==> config.mk <==
export PLATFORM = sky130hd
export DESIGN_NAME = comp_offset_cal
export DESIGN_NICKNAME = d
export VERILOG_FILES = /design/src/rtl/comp_cal_pkg.sv /design/src/rtl/comp_cal_acc.sv /design/src/rtl/comp_offset_cal.sv
export SDC_FILE = /design/constraint.sdc
export NUM_CORES = 1
export LEC_CHECK = 0
export ABC_AREA = 1
export CORE_MARGIN = 2
export CORE_UTILIZATION = 30
export CTS_BUF_LIST = sky130_fd_sc_hd__clkbuf_8
export CTS_CLUSTER_DIAMETER = 60
export DETAILED_ROUTE_END_ITERATION = 16
export HOLD_SLACK_MARGIN = 0.12
export MAX_ROUTING_LAYER = met4
export PLACE_DENSITY = 0.58
export SYNTH_ARGS = -nofsm -noshare
export SYNTH_HDL_FRONTEND = slang
export SYNTH_SLANG_ARGS = --single-unit
==> constraint.sdc <==
create_clock -name clk -period 3 [get_ports clk]
set_clock_uncertainty 0.1 [all_clocks]
set_input_delay 0.9 -clock clk [delete_from_list [all_inputs] [get_ports clk]]
set_output_delay 0.9 -clock clk [all_outputs]
set_load 0.005 [all_outputs]
==> src/rtl/comp_cal_pkg.sv <==
// -----------------------------------------------------------------------------
// comp_cal_pkg
// Shared types and helpers for the comparator offset-calibration sequencer.
//   state_t     : sequencer states
//   CODE_MIN/MAX: legal range of the signed trim code
//   clamp_code  : saturates a 4-bit signed code into CODE_MIN..CODE_MAX
//   code2therm  : signed code -> {CALP[3:0], CALN[3:0]} thermometer enables
// -----------------------------------------------------------------------------
package comp_cal_pkg;

  typedef enum logic [2:0] {
    IDLE,
    SETTLE,
    EVAL,
    PRECH,
    DECIDE,
    FINISH
  } state_t;

  localparam logic signed [3:0] CODE_MIN = -4'sd4;
  localparam logic signed [3:0] CODE_MAX = 4'sd4;

  function automatic logic signed [3:0] clamp_code(input logic signed [3:0] c);
    if (c > CODE_MAX) return CODE_MAX;
    if (c < CODE_MIN) return CODE_MIN;
    return c;
  endfunction

  // Positive codes enable the lowest c CALP bits, negative codes the lowest
  // -c CALN bits, so the two halves are never active together.
  function automatic logic [7:0] code2therm(input logic signed [3:0] c);
    logic [3:0] p;
    logic [3:0] n;
    int         ci;
    p  = '0;
    n  = '0;
    ci = int'(c);
    for (int i = 0; i < 4; i++) begin
      if (ci > i)  p[i] = 1'b1;
      if (-ci > i) n[i] = 1'b1;
    end
    return {p, n};
  endfunction

endpackage

==> src/rtl/comp_cal_acc.sv <==
// -----------------------------------------------------------------------------
// comp_cal_acc
// Accumulates comparator decisions for one calibration trial.
//   clk, rst   : clock, asynchronous active-high reset
//   clr        : clears P/N counts and the decision counter (start of trial)
//   meta_clr   : clears the tie counter (start of a calibration run)
//   sample     : take one decision from outp/outn this cycle
//   outp, outn : comparator outputs
//   d          : signed P - N for the current trial
//   all_done   : N_AVG decisions have been taken since clr
//   meta_cnt   : saturating count of tie/metastable decisions in the run
// -----------------------------------------------------------------------------
module comp_cal_acc #(
  parameter int N_AVG = 16,
  localparam int C_W  = $clog2(N_AVG) + 1,
  localparam int D_W  = C_W + 1
) (
  input  logic                  clk,
  input  logic                  rst,
  input  logic                  clr,
  input  logic                  meta_clr,
  input  logic                  sample,
  input  logic                  outp,
  input  logic                  outn,
  output logic signed [D_W-1:0] d,
  output logic                  all_done,
  output logic [7:0]            meta_cnt
);

  logic [C_W-1:0] p_cnt;
  logic [C_W-1:0] n_cnt;
  logic [C_W-1:0] dec_cnt;

  // Zero-extend before subtracting so a full-scale count stays positive.
  assign d        = signed'({1'b0, p_cnt}) - signed'({1'b0, n_cnt});
  assign all_done = (dec_cnt == C_W'(N_AVG));

  // NOTE: state registers use non-blocking assignments so every flop samples
  // the pre-edge values; blocking here would create order-dependent races.
  always_ff @(posedge clk or posedge rst) begin
    if (rst) begin
      p_cnt    <= '0;
      n_cnt    <= '0;
      dec_cnt  <= '0;
      meta_cnt <= '0;
    end else begin
      if (clr) begin
        p_cnt   <= '0;
        n_cnt   <= '0;
        dec_cnt <= '0;
      end else if (sample) begin
        dec_cnt <= dec_cnt + C_W'(1);
        unique case ({outp, outn})
          2'b10:   p_cnt <= p_cnt + C_W'(1);
          2'b01:   n_cnt <= n_cnt + C_W'(1);
          default: if (meta_cnt != 8'hff) meta_cnt <= meta_cnt + 8'd1;
        endcase
      end
      if (meta_clr) meta_cnt <= '0;
    end
  end

endmodule

==> src/rtl/comp_offset_cal.sv <==
// -----------------------------------------------------------------------------
// comp_offset_cal
// Foreground offset-calibration sequencer for the SAR ADC dynamic comparator.
// Shorts the comparator inputs, fires COMP_CLK N_AVG times per trial, and
// steps a signed thermometer trim code until the decisions balance.
//   clk, rst            : clock, asynchronous active-high reset
//   start / abort       : one-cycle pulses to begin / stop calibration
//   load_en, load_code  : load a (clamped) trim code while idle
//   outp, outn          : comparator decision
//   comp_clk            : registered comparator clock during calibration
//   cal_mode, cal_short : calibration clock select / input short
//   calp, caln          : thermometer capacitor enables from code
//   code                : current signed trim code (-4..+4)
//   busy, done, err     : status (done/err sticky until the next start)
//   meta_cnt            : tie decisions counted in the last run
// -----------------------------------------------------------------------------
module comp_offset_cal
  import comp_cal_pkg::*;
#(
  parameter int N_AVG      = 16,
  parameter int EVAL_CYC   = 2,
  parameter int RST_CYC    = 2,
  parameter int SETTLE_CYC = 8,
  parameter int HYS        = 1,
  parameter int MAX_ITER   = 16
) (
  input  logic              clk,
  input  logic              rst,
  input  logic              start,
  input  logic              abort,
  input  logic              load_en,
  input  logic [3:0]        load_code,
  input  logic              outp,
  input  logic              outn,
  output logic              comp_clk,
  output logic              cal_mode,
  output logic              cal_short,
  output logic [3:0]        calp,
  output logic [3:0]        caln,
  output logic signed [3:0] code,
  output logic              busy,
  output logic              done,
  output logic              err,
  output logic [7:0]        meta_cnt
);

  localparam int D_W     = $clog2(N_AVG) + 2;
  localparam int MAX_A   = (EVAL_CYC > RST_CYC) ? EVAL_CYC : RST_CYC;
  localparam int MAX_CYC = (SETTLE_CYC > MAX_A) ? SETTLE_CYC : MAX_A;
  localparam int CNT_W   = $clog2(MAX_CYC + 1);
  localparam int IT_W    = $clog2(MAX_ITER + 1);

  state_t             state;
  logic [CNT_W-1:0]   cyc_cnt;
  logic [IT_W-1:0]    iter;
  logic               prev_valid;
  logic               prev_down;

  logic signed [D_W-1:0] acc_d;
  logic                  acc_all_done;
  logic                  acc_clr;
  logic                  acc_sample;
  logic                  meta_clr;

  logic                  converged;
  logic                  step_down;
  logic                  at_limit;
  logic                  dither;
  logic signed [3:0]     step_code;
  logic [IT_W-1:0]       iter_next;
  int                    d_i;

  // P/N counts are cleared throughout SETTLE; the decision is taken on the
  // last high cycle of each COMP_CLK pulse.
  assign acc_clr    = (state == SETTLE);
  assign acc_sample = (state == EVAL) && (cyc_cnt == CNT_W'(EVAL_CYC - 1));
  assign meta_clr   = (state == IDLE) && start;

  comp_cal_acc #(.N_AVG(N_AVG)) u_acc (
    .clk      (clk),
    .rst      (rst),
    .clr      (acc_clr),
    .meta_clr (meta_clr),
    .sample   (acc_sample),
    .outp     (outp),
    .outn     (outn),
    .d        (acc_d),
    .all_done (acc_all_done),
    .meta_cnt (meta_cnt)
  );

  // NOTE: every signal assigned in this block gets a default first, so no
  // path leaves it unassigned and no latch is inferred.
  always_comb begin
    d_i       = int'(acc_d);
    converged = (d_i <= HYS) && (d_i >= -HYS);
    step_down = (d_i > HYS);   // more P decisions -> lower the code
    at_limit  = step_down ? (code == CODE_MIN) : (code == CODE_MAX);
    step_code = step_down ? code - 4'sd1 : code + 4'sd1;
    // A reversal means the previous step overshot; stepping back lands on
    // the code held before that step.
    dither    = prev_valid && (prev_down != step_down);
    iter_next = iter + IT_W'(1);
  end

  always_ff @(posedge clk or posedge rst) begin
    if (rst) begin
      state      <= IDLE;
      cyc_cnt    <= '0;
      iter       <= '0;
      prev_valid <= 1'b0;
      prev_down  <= 1'b0;
      code       <= '0;
      comp_clk   <= 1'b0;
      cal_mode   <= 1'b0;
      cal_short  <= 1'b0;
      busy       <= 1'b0;
      done       <= 1'b0;
      err        <= 1'b0;
    end else begin
      unique case (state)
        IDLE: begin
          if (load_en) code <= clamp_code(signed'(load_code));
          if (start) begin
            done       <= 1'b0;
            err        <= 1'b0;
            iter       <= '0;
            prev_valid <= 1'b0;
            cyc_cnt    <= '0;
            busy       <= 1'b1;
            cal_mode   <= 1'b1;
            cal_short  <= 1'b1;
            state      <= SETTLE;
          end
        end

        SETTLE: begin
          if (cyc_cnt == CNT_W'(SETTLE_CYC - 1)) begin
            cyc_cnt  <= '0;
            comp_clk <= 1'b1;
            state    <= EVAL;
          end else begin
            cyc_cnt <= cyc_cnt + CNT_W'(1);
          end
        end

        EVAL: begin
          if (cyc_cnt == CNT_W'(EVAL_CYC - 1)) begin
            cyc_cnt  <= '0;
            comp_clk <= 1'b0;
            state    <= PRECH;
          end else begin
            cyc_cnt <= cyc_cnt + CNT_W'(1);
          end
        end

        PRECH: begin
          if (cyc_cnt == CNT_W'(RST_CYC - 1)) begin
            cyc_cnt <= '0;
            if (acc_all_done) begin
              state <= DECIDE;
            end else begin
              comp_clk <= 1'b1;
              state    <= EVAL;
            end
          end else begin
            cyc_cnt <= cyc_cnt + CNT_W'(1);
          end
        end

        DECIDE: begin
          iter <= iter_next;
          if (converged) begin
            done  <= 1'b1;
            state <= FINISH;
          end else if (dither) begin
            code  <= step_code;
            done  <= 1'b1;
            state <= FINISH;
          end else if (at_limit) begin
            err   <= 1'b1;
            state <= FINISH;
          end else begin
            code       <= step_code;
            prev_valid <= 1'b1;
            prev_down  <= step_down;
            if (iter_next == IT_W'(MAX_ITER)) begin
              err   <= 1'b1;
              state <= FINISH;
            end else begin
              state <= SETTLE;
            end
          end
        end

        FINISH: begin
          busy      <= 1'b0;
          cal_mode  <= 1'b0;
          cal_short <= 1'b0;
          state     <= IDLE;
        end

        default: state <= IDLE;
      endcase

      // Abort comes last so its assignments win over anything above,
      // including a code step from DECIDE in the same cycle.
      if (abort && (state != IDLE)) begin
        code      <= code;
        comp_clk  <= 1'b0;
        cal_mode  <= 1'b0;
        cal_short <= 1'b0;
        busy      <= 1'b0;
        done      <= 1'b0;
        err       <= 1'b0;
        cyc_cnt   <= '0;
        state     <= IDLE;
      end
    end
  end

  // Enables follow the code one cycle later.
  always_ff @(posedge clk or posedge rst) begin
    if (rst) begin
      calp <= '0;
      caln <= '0;
    end else begin
      {calp, caln} <= code2therm(code);
    end
  end

endmodule

==> results of run 1 <==
sequential cells by signal, indices dropped and copies added (netlist names), 3 cells and up:
| name | flops |
|---|---|
| caln | 4 |
| calp | 4 |
| code | 4 |
| cyc_cnt | 4 |
| iter | 5 |
| state | 3 |
| u_acc.dec_cnt | 5 |
| u_acc.meta_cnt | 8 |
| u_acc.n_cnt | 5 |
| u_acc.p_cnt | 5 |
stage by stage:
step	util (%)	area [um^2]	hold slack [ns]
finish	37.18	3872	0.4228
floorplan	-	3246	0.3883
CTS	37.18	3872	0.4360
global placement	36.23	3774	0.4123
detailed placement	36.23	3774	0.3978
global route	37.18	3872	0.4647
how the worst min path moves through the flow:
stage	depth (start not counted)	slack [ns]	endpoint	start
3_5_place_dp	2	0.40	err$_DFFE_PP0P_	err$_DFFE_PP0P_
3_3_place_gp	2	0.41	u_acc.dec_cnt[4]$_DFFE_PP0P_	u_acc.dec_cnt[4]$_DFFE_PP0P_
2_1_floorplan	1	0.39	iter[0]$_DFFE_PP0P_	iter[0]$_DFFE_PP0P_
6_report	1	0.42	u_acc.meta_cnt[4]$_DFFE_PP0P_	u_acc.meta_cnt[4]$_DFFE_PP0P_
5_1_grt	2	0.46	err$_DFFE_PP0P_	err$_DFFE_PP0P_
4_1_cts	1	0.44	u_acc.meta_cnt[4]$_DFFE_PP0P_	u_acc.meta_cnt[4]$_DFFE_PP0P_
per-layer routing:
metal / vias up / GRT usage, % / share of wire, %
met5: - / - / 0
met4: 0 / 3.571 / 1.4
met3: 8 / 2.230 / 3.1
met2: 40 / 21.25 / 47
met1: 1257 / 17.16 / 48
li1: 1399 / - / -
synth_stat cells, types with 2 or more instances:
cell type / instances
sky130_fd_sc_hd__a21oi_1: 27
sky130_fd_sc_hd__buf_2: 3
sky130_fd_sc_hd__buf_4: 3
sky130_fd_sc_hd__dfrtp_1: 53
sky130_fd_sc_hd__ha_1: 24
sky130_fd_sc_hd__inv_1: 66
sky130_fd_sc_hd__inv_2: 5
sky130_fd_sc_hd__nand2_1: 63
sky130_fd_sc_hd__nand2_2: 4
sky130_fd_sc_hd__nand3_1: 24
sky130_fd_sc_hd__nand3_2: 4
sky130_fd_sc_hd__nand3b_1: 2
sky130_fd_sc_hd__nand4_1: 6
sky130_fd_sc_hd__nor2_1: 36
sky130_fd_sc_hd__nor2_2: 7
sky130_fd_sc_hd__nor2_4: 2
sky130_fd_sc_hd__nor3_1: 13
sky130_fd_sc_hd__nor4_1: 3
sky130_fd_sc_hd__o21ai_0: 23
sky130_fd_sc_hd__o21ai_1: 5
sky130_fd_sc_hd__o22ai_1: 3
sky130_fd_sc_hd__o31ai_1: 2
sky130_fd_sc_hd__or2_2: 2
sky130_fd_sc_hd__xnor2_1: 3
sky130_fd_sc_hd__xor2_1: 5
power by group through the flow:
| stage | Sequential, mW | Combinational (mW) | Clock [mW] |
|---|---|---|---|
| 2_1_floorplan | 0.993 | 0.975 | 0 |
| 3_3_place_gp | 1.03 | 1.41 | 0 |
| 3_5_place_dp | 1.03 | 1.44 | 0 |
| 4_1_cts | 1.02 | 1.45 | 0.469 |
| 5_1_grt | 1.04 | 1.65 | 0.501 |
| 6_report | 1.02 | 1.43 | 0.450 |
worst register-to-register path: cells and delay by family, from the launching register on:
| kind | cells | cell delay (ns) |
|---|---|---|
| and+or+nand+nor | 8 | 0.91 |
| adders and majority gates | 2 | 0.54 |
| DFF | 1 | 0.42 |
| xor gates and xnor gates | 1 | 0.20 |
| buffers and inverters | 2 | 0.15 |
| AOI/OAI and AO/OA | 1 | 0.07 |
area by class of cell:
class | count | area, um^2 | share of cell area, %
clock buffers | 6 | 82.58 | 2.132
repair buffers | 39 | 395.4 | 10.21
well taps | 136 | 170.2 | 4.394
clock inverters | 2 | 16.27 | 0.4200
inverters | 72 | 270.3 | 6.979
multi-input cells | 275 | 1612 | 41.62
flip-flops and latches | 53 | 1326 | 34.25
kinds of logic (layout without fill, tap and decap cells):
logic type,count (synthesis),in the layout,share of synthesized area (%)
adders and majority gates,25,25,9.869
AOI/OAI and AO/OA,70,70,12.18
xor gates and xnor gates,8,8,2.159
DFF,53,53,40.86
and+or+nand+nor,172,172,25.44
buffers and inverters,78,119,9.483
==> reports/qor.yml, run 1 <==
synth-warning-count: 0
power.switching_mw: 1.202
r2r_end: "code[2]$_DFFE_PP0P_"
synth.largest_area_cell: "sky130_fd_sc_hd__dfrtp_1"
crit_path_max_fanout: 7
synth_async_sr_flop_share_pct: 100.0
setup-violations-final: 0
regToRegSetupSlack_ns: 0.51
synth_top_area_share_pct: 40.86
first_pass_detailed_route_iteration_total: 4
comb_power_share_pct: 49.4
cts_hold_repair.buffers: 0
min-delay-path-class: "flip-flop to flip-flop"
antenna-diode-count: 0
outcome: "completed"
final_total_pwr_mw: 2.896
syn_area_per_cell_um2: 7.994
first_iter_violations: 124
dpl.cell_count: 575
worst-endpoint-arrival_ns: 2.63
dr_total_vias: 2704
clock_sinks: 53
clock_insertion_delay_worst_skew_ns: 0.32
post_cts_resized: 0
synth_enable_flop_cells: 0
critical_path.n_buffers_inverters: 2
antenna_violating_nets_post_route: 0
buffer_ports.inserted: 36
cp_top_family: "simple AND/OR/NAND/NOR gates"
crit_path_max_incr_delay_ns: 0.42
end_kind: "flip-flop"
die_height_um: 108.0
power.density_nw_per_um2: 747.7
tritoncts: "done"
tritoncts.num_buffers: 5
layout.cells.most_common_list: "65 x sky130_fd_sc_hd__inv_1, 63 x sky130_fd_sc_hd__nand2_1, 53 x sky130_fd_sc_hd__dfrtp_1"
fin_cells: 583
internal_mw: 1.694
hold_viol: 0
hpwl_um: 5178
route.final.wire_length_um: 6848
setup_ws_ns: 0.5106
routedWlPerCell_um: 11.75
period_minus_slack_ns: 2.489
core_area_um2: 10420
slowest_stage_cell_crit_path: "sky130_fd_sc_hd__dfrtp_1"
signed_area_change_from_the_synthesized_netlist_to_the_final_layout_pct: 19.31
tightestPinTransition_ns: 0.3255
post_route_cells_drive_above_1_share_pct: 8.949
top_level_ports: 37
cts_buffer_depth: 2
final.period_utilization_pct: 82.98
crit_type: "flip-flop to flip-flop"
clk_root_buffer_cell: "sky130_fd_sc_hd__clkbuf_8"
seq_area_frac_synth_pct: 40.86
h-tree-depth: 2
rsz0062_at_grt: "false"
startpoint: "u_acc.p_cnt[0]$_DFFE_PP0P_"
power.share.clock_pct: 15.6
timing_max_transition_violations_final: 0
globalRouteTotalUtil_pct: 13.16
vdd_ir_drop_max_mv: 0.2355
fmaxAchievable_mhz: 401.7
worstSetupEndpoint: "code[2]$_DFFE_PP0P_"
postSynthRegisterBits: 53
cap_violations: 0
worst_ep_required_time_ns: 3.14
number_of_antenna_violations_at_the_first_check_in_global_routing: 0
rr_startpoint: "u_acc.p_cnt[0]$_DFFE_PP0P_"
max-slew-margin-rel_pct: 78.17
routed_via_density: 4.638
ys_dominant_reg_cell: "sky130_fd_sc_hd__dfrtp_1"
synth.top_cells.by_area: "sky130_fd_sc_hd__dfrtp_1 41%, sky130_fd_sc_hd__ha_1 9.3%, sky130_fd_sc_hd__inv_1 7.6%, sky130_fd_sc_hd__nand2_1 7.3%, sky130_fd_sc_hd__a21oi_1 4.2%"
final_common_cell: "sky130_fd_sc_hd__inv_1"
drc: 0
timing.critical_path.depth: 14
power.share.sequential_pct: 35.1
post-cts-setup-buffer-count: 0
fin_setup_tns_ns: 0
first_global_vias: 2667
synth_cells: 406
globalRoute.totalOverflow: 0
floorplan.initialDensity_pct: 31.16
fill_cells: 1102
synth_cell_types: 43
sw_frac_of_total_pct: 41.50
clkSlewWorstSetupHoldPaths_ns: 0.11
grt_first_pass_wirelength_um: 12110
preCtsSetupSlack_ns: 0.3430
critical_path.startpoint_type: "flip-flop"
cell_chain_of_the_critical_path: "inv_1 > ha_1 > inv_1 > fa_1 > xnor2_1 > and2_1 > nand3_2 > nand3_1 > nand2_1 > nor2_2 > nand3_1 > nand2_2 > nand2_1 > o21ai_0"
finish.net_count: 482
grt_start_max_net_pins: 54
globalplace.congestion: 0.8340
placementRows: 37
chipWidth_um: 108.0
design.die.area_um2: 11670
power_leakage_nw: 1.806
synth.cell_area_um2: 3246
worst_r2r_path_depth: 14
synthesis.nets: 442
Power figures use the tool's default switching activity.
==> run 2: changes to the inputs <==
Clock period 3 ns to 2.3 ns, I/O delays scaled along.
==> run 2 against run 1 <==
Compared with the run above:
- the run now ends with negative setup slack left
- global-route usage about the same
- count of clock-buffer cells in the layout is the same
- sequential cell count unchanged
- combinational power up 57%
- total power up 42%
- routed wire length grew 3.1%
- via count is 3.5% higher
- critical path depth fell by 1
- utilization increased by 2.8 points
- critical path type unchanged
- critical endpoint is now code[0]$_DFFE_PP0P_
- highest routed layer unchanged
==> reports/qor.yml, run 2 (same netlist as run 1, synthesis figures left out) <==
power_leakage_nw: 1.937  # +7.3%
critical_path.startpoint_type: "flip-flop"
cts_buffer_depth: 2  # unchanged
grt_first_pass_wirelength_um: 12180  # +0.57%
routedWlPerCell_um: 11.67  # -0.63%
hold_viol: 0  # unchanged
finish.net_count: 504  # +4.6%
min_path_cells: 1  # unchanged
max-slew-margin-rel_pct: 74.65  # -3.5 points
tritoncts.num_buffers: 5  # unchanged
top_level_ports: 37  # unchanged
largest_register: "u_acc.meta_cnt"
cap_violations: 0  # unchanged
power.density_nw_per_um2: 986.9  # +32%
floorplan.initialDensity_pct: 31.16  # unchanged
antenna_violating_nets_post_route: 0  # unchanged
buffer_ports.inserted: 36  # unchanged
design.die.area_um2: 11670  # unchanged
period_minus_slack_ns: 2.356  # -0.1335 ns
signed_area_change_from_the_synthesized_netlist_to_the_final_layout_pct: 28.33
fill_cells: 1061  # -3.7%
route.final.wire_length_um: 7062  # +3.1%
number_of_antenna_violations_at_the_first_check_in_global_routing: 0  # unchanged
layout.cells.most_common_list: "61 x sky130_fd_sc_hd__inv_1, 57 x sky130_fd_sc_hd__nand2_1, 53 x sky130_fd_sc_hd__dfrtp_1"
clkSlewWorstSetupHoldPaths_ns: 0.11  # about the same
globalRoute.totalOverflow: 0  # unchanged
routed_via_density: 4.625  # -0.29%
first_global_vias: 2806  # +5.2%
hpwl_um: 5255  # +1.5%
end_kind: "flip-flop"
placementRows: 37  # unchanged
tightestPinTransition_ns: 0.3763  # +0.05082 ns
drc: 0  # unchanged
globalRouteTotalUtil_pct: 13.20  # +0.046 points
dr_total_vias: 2798  # +3.5%
clk_root_buffer_cell: "sky130_fd_sc_hd__clkbuf_8"
fin_cells: 605  # +3.8%
tritoncts: "done"
dpl.cell_count: 593  # +3.1%
crit_type: "flip-flop to flip-flop"
h-tree-depth: 2  # unchanged
setup_ws_ns: -0.05586  # -0.5665 ns
outcome: "complete, but fails checks"
first_iter_violations: 126  # +1.6%
final_common_cell: "sky130_fd_sc_hd__inv_1"
post_route_cells_drive_above_1_share_pct: 18.76  # +9.8 points
worst_ep_required_time_ns: 2.40  # -0.74 ns
utilization_pct: 39.99  # +2.8 points
violations: "negative setup slack"
vdd_ir_drop_max_mv: 0.3391  # +44%
core_area_um2: 10420  # unchanged
final.period_utilization_pct: 102.4  # +19 points
clock_sinks: 53  # unchanged
worst_r2r_path_depth: 13  # -1
die_height_um: 108.0  # unchanged
flip_flop_count_of_the_largest_register_after_layout: 8  # unchanged
rsz0062_at_grt: "true"
grt_start_max_net_pins: 54  # unchanged
setup-violations-final: 9  # +9
antenna-diode-count: 0  # unchanged
min-delay-path-class: "flip-flop to flip-flop"
clock_insertion_delay_worst_skew_ns: 0.32  # about the same
worst-endpoint-arrival_ns: 2.45  # -0.18 ns
timing_max_transition_violations_final: 0  # unchanged
first_pass_detailed_route_iteration_total: 5  # +1
crit_path_max_fanout: 7  # unchanged
fmaxAchievable_mhz: 424.5  # +5.7%
chipWidth_um: 108.0  # unchanged
globalplace.congestion: 0.8370  # +0.36%
-- run 2: cell count changes in the layout (fill, tap and decap cells not counted), moves of 3 or more --
cell | previous run | this run
sky130_fd_sc_hd__nand3_1 | 24 | 19
sky130_fd_sc_hd__nand3_2 | 4 | 7
sky130_fd_sc_hd__inv_2 | 6 | 10
sky130_fd_sc_hd__nand2_2 | 4 | 8
sky130_fd_sc_hd__inv_1 | 65 | 61
sky130_fd_sc_hd__o21ai_2 | 0 | 3
sky130_fd_sc_hd__nand2_1 | 63 | 57
sky130_fd_sc_hd__o21ai_0 | 23 | 18
sky130_fd_sc_hd__buf_4 | 2 | 24
-- run 2: per-layer routing --
metal	track usage (%)	wire length, um	share of wire, %
met5	-	0	0
met4	3.571	93	1.3
met3	2.411	174	2.5
met2	21.65	3355	48
met1	16.84	3438	49
-- run 2: worst max-delay path, cell delays in order (launching register included) --
cell and delay (ns):
sky130_fd_sc_hd__dfrtp_1 0.42, sky130_fd_sc_hd__inv_2 0.08, sky130_fd_sc_hd__ha_4 0.12, sky130_fd_sc_hd__inv_2 0.04, sky130_fd_sc_hd__fa_2 0.41, sky130_fd_sc_hd__xnor2_2 0.19
sky130_fd_sc_hd__and2_4 0.17, sky130_fd_sc_hd__nand3_4 0.11, sky130_fd_sc_hd__nand3_1 0.13, sky130_fd_sc_hd__nand3_2 0.13, sky130_fd_sc_hd__nand3_4 0.12, sky130_fd_sc_hd__nand2_4 0.08
sky130_fd_sc_hd__nand2_1 0.07, sky130_fd_sc_hd__o21ai_1 0.05
-- run 2: path summary, 6_finish.rpt --
| path | from | end | slack, ns |
|---|---|---|---|
| setup / recovery | u_acc.p_cnt[0]$_DFFE_PP0P_ | code[0]$_DFFE_PP0P_ | -0.06 |
| hold / removal | u_acc.meta_cnt[4]$_DFFE_PP0P_ | u_acc.meta_cnt[4]$_DFFE_PP0P_ | 0.43 |
| setup reg to reg | u_acc.p_cnt[0]$_DFFE_PP0P_ | code[0]$_DFFE_PP0P_ | -0.06 |
| hold reg to reg | u_acc.meta_cnt[4]$_DFFE_PP0P_ | u_acc.meta_cnt[4]$_DFFE_PP0P_ | 0.43 |
| max in group asynchronous | rst | u_acc.p_cnt[3]$_DFFE_PP0P_ | 1.21 |
| min in group asynchronous | rst | u_acc.n_cnt[1]$_DFFE_PP0P_ | 0.64 |
-- run 2: area by class of cell --
| class | count | area, um^2 | area share, % |
|---|---|---|---|
| Clock buffer | 6 | 82.58 | 1.983 |
| Clock inverter | 2 | 16.27 | 0.3905 |
| Inverter | 72 | 270.3 | 6.488 |
| Multi-Input combinational cell | 275 | 1739 | 41.75 |
| Sequential cell | 53 | 1326 | 31.84 |
| Tap cell | 136 | 170.2 | 4.085 |
| Timing Repair Buffer | 61 | 560.5 | 13.46 |
-- run 2: power breakdown --
group / switching [mW] / internal (mW)
clock network: 0.334 / 0.249
logic: 1.22 / 1.03
registers: 0.148 / 1.13
-- run 2: timing repair --
item                                    in CTS  in global routing
setup buffers                                2                  2
endpoints found under the setup margin       9                 12
resized for setup                           17                 21
hold buffers                                 0                  0
pin swaps                                    9                 12
-- run 2: stage by stage --
step	hold WS (ns)	TNS [ns]	worst slack, ns	area [um^2]	total power, mW
global route	0.4502	-1.430	-0.1693	4165	4.462
CTS	0.4351	-0.04594	-0.02042	4073	4.041
detailed placement	0.3959	-0.6299	-0.1119	3909	3.388
floorplan	0.3883	0	0.06306	3246	2.567
global placement	0.4087	-0.3764	-0.1221	3909	3.354
finish	0.4328	-0.4070	-0.05586	4165	4.111
==> run 3: changes to the inputs <==
Settings changed: SYNTH_HIERARCHICAL from default to 1.
==> run 3 against run 2 <==
Compared with the run above:
- the run now ends clean
- routed wire length grew 13%
- critical path depth is 1 lower
- setup slack better by 0.063 ns
- combinational power increased by 42%
- die area up 8.0%
- via count increased by 14%
- global-route usage up 0.47 points
- design area grew 6.1%
- total power increased by 23%
- utilization shrank 1.3 points
- largest cell class unchanged
- largest power group unchanged
- highest routed layer unchanged
==> reports/qor.yml, run 3 <==
power.share.sequential_pct: 27.2  # -4.0 points
end_kind: "flip-flop"
synth.cells.most_frequent: "110 x sky130_fd_sc_hd__nand2_1, 63 x sky130_fd_sc_hd__inv_1, 53 x sky130_fd_sc_hd__dfrtp_1, 49 x sky130_fd_sc_hd__nor2_1, 32 x sky130_fd_sc_hd__nand3_1"
routedWlPerCell_um: 11.86  # +1.6%
fill_cells: 1157  # +9.0%
tightestPinTransition_ns: 0.4343  # +0.05796 ns
multiInputGateArea_um2: 1983  # +14%
synth_mux_area_share_pct: 0  # unchanged
final_total_pwr_mw: 5.070  # +23%
seq_area_frac_synth_pct: 37.72  # -3.1 points
core_area_um2: 11420  # +9.6%
clkSlewWorstSetupHoldPaths_ns: 0.09  # -0.02 ns
flip_flop_count_of_the_largest_register_after_layout: 8  # unchanged
placementRows: 39  # +5.4%
comb_power_share_pct: 62.7  # +8.1 points
layout.cells.most_common_list: "102 x sky130_fd_sc_hd__nand2_1, 63 x sky130_fd_sc_hd__inv_1, 53 x sky130_fd_sc_hd__dfrtp_1"
flip_flop_and_latch_area_um2: 1326  # unchanged
crit_type: "flip-flop to flip-flop"
signed_area_change_from_the_synthesized_netlist_to_the_final_layout_pct: 25.66
rsz0062_at_grt: "true"
synth_enable_flop_cells: 0  # unchanged
synth_cells: 466  # +15%
internal_mw: 2.790  # +16%
tritoncts.num_buffers: 5  # unchanged
cts_buffer_depth: 2  # unchanged
fin_setup_tns_ns: 0  # +0.4070 ns
largest_register: "u_acc/meta_cnt"
globalplace.congestion: 0.8262  # -1.3%
crit_path_max_fanout: 3  # -4
drc: 0  # unchanged
syn_area_per_cell_um2: 7.545  # -5.6%
synthesis.nets: 505  # +14%
grt_first_pass_wirelength_um: 14150  # +16%
vdd_ir_drop_max_mv: 0.4969  # +47%
globalRoute.totalOverflow: 0  # unchanged
ys_dominant_reg_cell: "sky130_fd_sc_hd__dfrtp_1"
synthXorXnorAreaFrac_pct: 1.246  # -0.91 points
route.final.wire_length_um: 7997  # +13%
placement.cell_area_um2: 4190  # +7.2%
hold_viol: 0  # unchanged
power.share.clock_pct: 10.1  # -4.1 points
cell_chain_of_the_critical_path: "ha_4 > fa_2 > o21ai_4 > xor2_2 > nand2_1 > o21ai_0 > nand2_2 > buf_4 > nand3_1 > nor2_1 > nor2_1 > nor2_1"
first_pass_detailed_route_iteration_total: 4  # -1
grt_start_max_net_pins: 31  # -43%
worst_hold_slack_ns: 0.3883  # -0.04441 ns
setup-violations-final: 0  # -9
synth_compound_area_share_pct: 9.644  # -2.5 points
slowest_stage_cell_crit_path: "sky130_fd_sc_hd__dfrtp_1"
clk_root_buffer_cell: "sky130_fd_sc_hd__clkbuf_8"
clock_sinks: 53  # unchanged
post-synth-top-count-cell: "sky130_fd_sc_hd__nand2_1"
critical_path.startpoint_type: "flip-flop"
use_met3_pct: 2.484  # +0.073 points
busiest_layer: "met2"
antenna-diode-count: 0  # unchanged
h-tree-depth: 2  # unchanged
finish.net_count: 569  # +13%
min-delay-path-class: "flip-flop to flip-flop"
design.die.area_um2: 12600  # +8.0%
number_of_antenna_violations_at_the_first_check_in_global_routing: 0  # unchanged
dr_total_vias: 3196  # +14%
power_leakage_nw: 2.149  # +11%
hpwl_um: 5956  # +13%
antenna_violating_nets_post_route: 0  # unchanged
tritoncts: "done"
synthSimpleGateAreaFrac_pct: 31.85  # +6.4 points
first_iter_violations: 162  # +29%
synth-warning-count: 6  # +6
synth_async_sr_flop_share_pct: 100.0  # unchanged
power.switching_mw: 2.280  # +34%
globalRouteTotalUtil_pct: 13.67  # +0.47 points
critical_path.most_common_cell: "sky130_fd_sc_hd__nor2_1"
crit_path_max_incr_delay_ns: 0.43  # about the same
floorplan.initialDensity_pct: 30.79  # -0.37 points
final_cell_area_um2: 4418  # +6.1%
timing_max_transition_violations_final: 0  # unchanged
grt_use_met2_pct: 22.37  # +0.72 points
final.period_utilization_pct: 99.69  # -2.7 points
worst-endpoint-arrival_ns: 2.40  # -0.05 ns
post_route_cells_drive_above_1_share_pct: 17.33  # -1.4 points
final_common_cell: "sky130_fd_sc_hd__nand2_1"
synth.top_cells.by_area: "sky130_fd_sc_hd__dfrtp_1 38%, sky130_fd_sc_hd__nand2_1 12%, sky130_fd_sc_hd__ha_1 9.6%, sky130_fd_sc_hd__inv_1 6.7%, sky130_fd_sc_hd__nor2_1 5.2%"
clock_insertion_delay_worst_skew_ns: 0.31  # about the same
fmaxAchievable_mhz: 436.1  # +2.7%
chipWidth_um: 112.3  # +3.9%
synth_top_family_by_area: "simple AND/OR/NAND/NOR gates"
synth.cell_area_um2: 3516  # +8.3%
max-slew-margin-rel_pct: 70.98  # -3.7 points
synth.largest_area_cell: "sky130_fd_sc_hd__dfrtp_1"
worst_ep_required_time_ns: 2.41  # about the same
met1_demand_to_capacity_share_in_global_routing_pct: 17.46  # +0.62 points
top_level_ports: 37  # unchanged
buffer_ports.inserted: 36  # unchanged
outcome: "completed"
sw_frac_of_total_pct: 44.97  # +3.6 points
first_global_vias: 3151  # +12%
period_minus_slack_ns: 2.293  # -0.06301 ns
routed_via_density: 4.742  # +2.5%
synth_cell_types: 36  # -16%
postSynthRegisterBits: 53  # unchanged
synth_top_area_share_pct: 37.72  # -3.1 points
cap_violations: 0  # unchanged
synthAdderAreaFrac_pct: 10.18  # +0.31 points
die_height_um: 112.3  # +3.9%
power.density_nw_per_um2: 1148  # +16%
[run 3: cell types whose count changed after synthesis, sizes merged, moves of 3 or more]
cell	before	now
nor3	14	9
a21oi	28	18
nand3	28	36
nand4	6	15
nand2	68	120
nor2	45	58
ha	24	27
[run 3: kinds of logic (layout without fill, tap and decap cells)]
group                      count (synthesis)  count (layout)
adders and majority gates                 28              28
and+or+nand+nor                          241             241
AOI/OAI and AO/OA                         59              59
DFF                                       53              53
buffers and inverters                     80             145
xor gates and xnor gates                   5               5
[run 3: power by group through the flow]
stage | clock network (mW) | registers (mW) | logic [mW]
floorplan | 0 | 1.39 | 1.79
detailed placement | 0 | 1.40 | 2.82
global route | 0.581 | 1.42 | 3.56
CTS | 0.538 | 1.38 | 2.99
finish | 0.512 | 1.38 | 3.18
global placement | 0 | 1.39 | 2.77
[run 3: what timing repair did]
action / CTS / global route
hold buffers: 0 / 0
gates resized for setup: 12 / 17
pin swaps: 6 / 3
setup endpoints to repair: 9 / 10
setup buffers: 4 / 0
[run 3: final timing paths]
path	endpoint	from	slack, ns	cells after the start
hold reg to reg	u_acc/dec_cnt[4]$_DFFE_PP0P_	u_acc/dec_cnt[4]$_DFFE_PP0P_	0.39	1
max in group asynchronous	state[0]$_DFFE_PP0P_	rst	1.12	3
min in group asynchronous	u_acc/meta_cnt[4]$_DFFE_PP0P_	rst	0.65	3
hold / removal	u_acc/dec_cnt[4]$_DFFE_PP0P_	u_acc/dec_cnt[4]$_DFFE_PP0P_	0.39	1
setup / recovery	err$_DFFE_PP0P_	u_acc/n_cnt[0]$_DFFE_PP0P_	0.007	12
setup reg to reg	err$_DFFE_PP0P_	u_acc/n_cnt[0]$_DFFE_PP0P_	0.007	12
[run 3: final cells by class]
type	count	area share (%)
tap	143	4.050
clock inverter	3	0.2549
sequential	53	30.02
inverter	73	6.315
timing repair buffer	64	12.91
multi-input combinational	333	44.89
clock buffer	5	1.558
[run 3: per-layer routing]
metal / share of wire [%] / up-vias
met3: 3.9 / 12
li1: - / 1627
met1: 48 / 1493
met5: 0 / -
met2: 47 / 64
met4: 1.6 / 0
[run 3: critical path: cells and delay by family, from the launching register on]
family	cells	cell delay, ns
compound gates	2	0.40
xor+xnor	1	0.16
fa+ha+maj	2	0.54
buf+inv	1	0.15
flops	1	0.43
simple gates	6	0.41
[run 3: stage by stage]
| stage | worst slack (ns) | std cells | utilization (%) |
|---|---|---|---|
| 2_1_floorplan | 0.001953 | 466 | - |
| 4_1_cts | -0.02701 | 674 | 38.02 |
| 3_3_place_gp | -0.03386 | 662 | 36.70 |
| 6_report | 0.007143 | 674 | 38.69 |
| 5_1_grt | -0.1148 | 674 | 38.69 |
| 3_5_place_dp | -0.1828 | 662 | 36.70 |
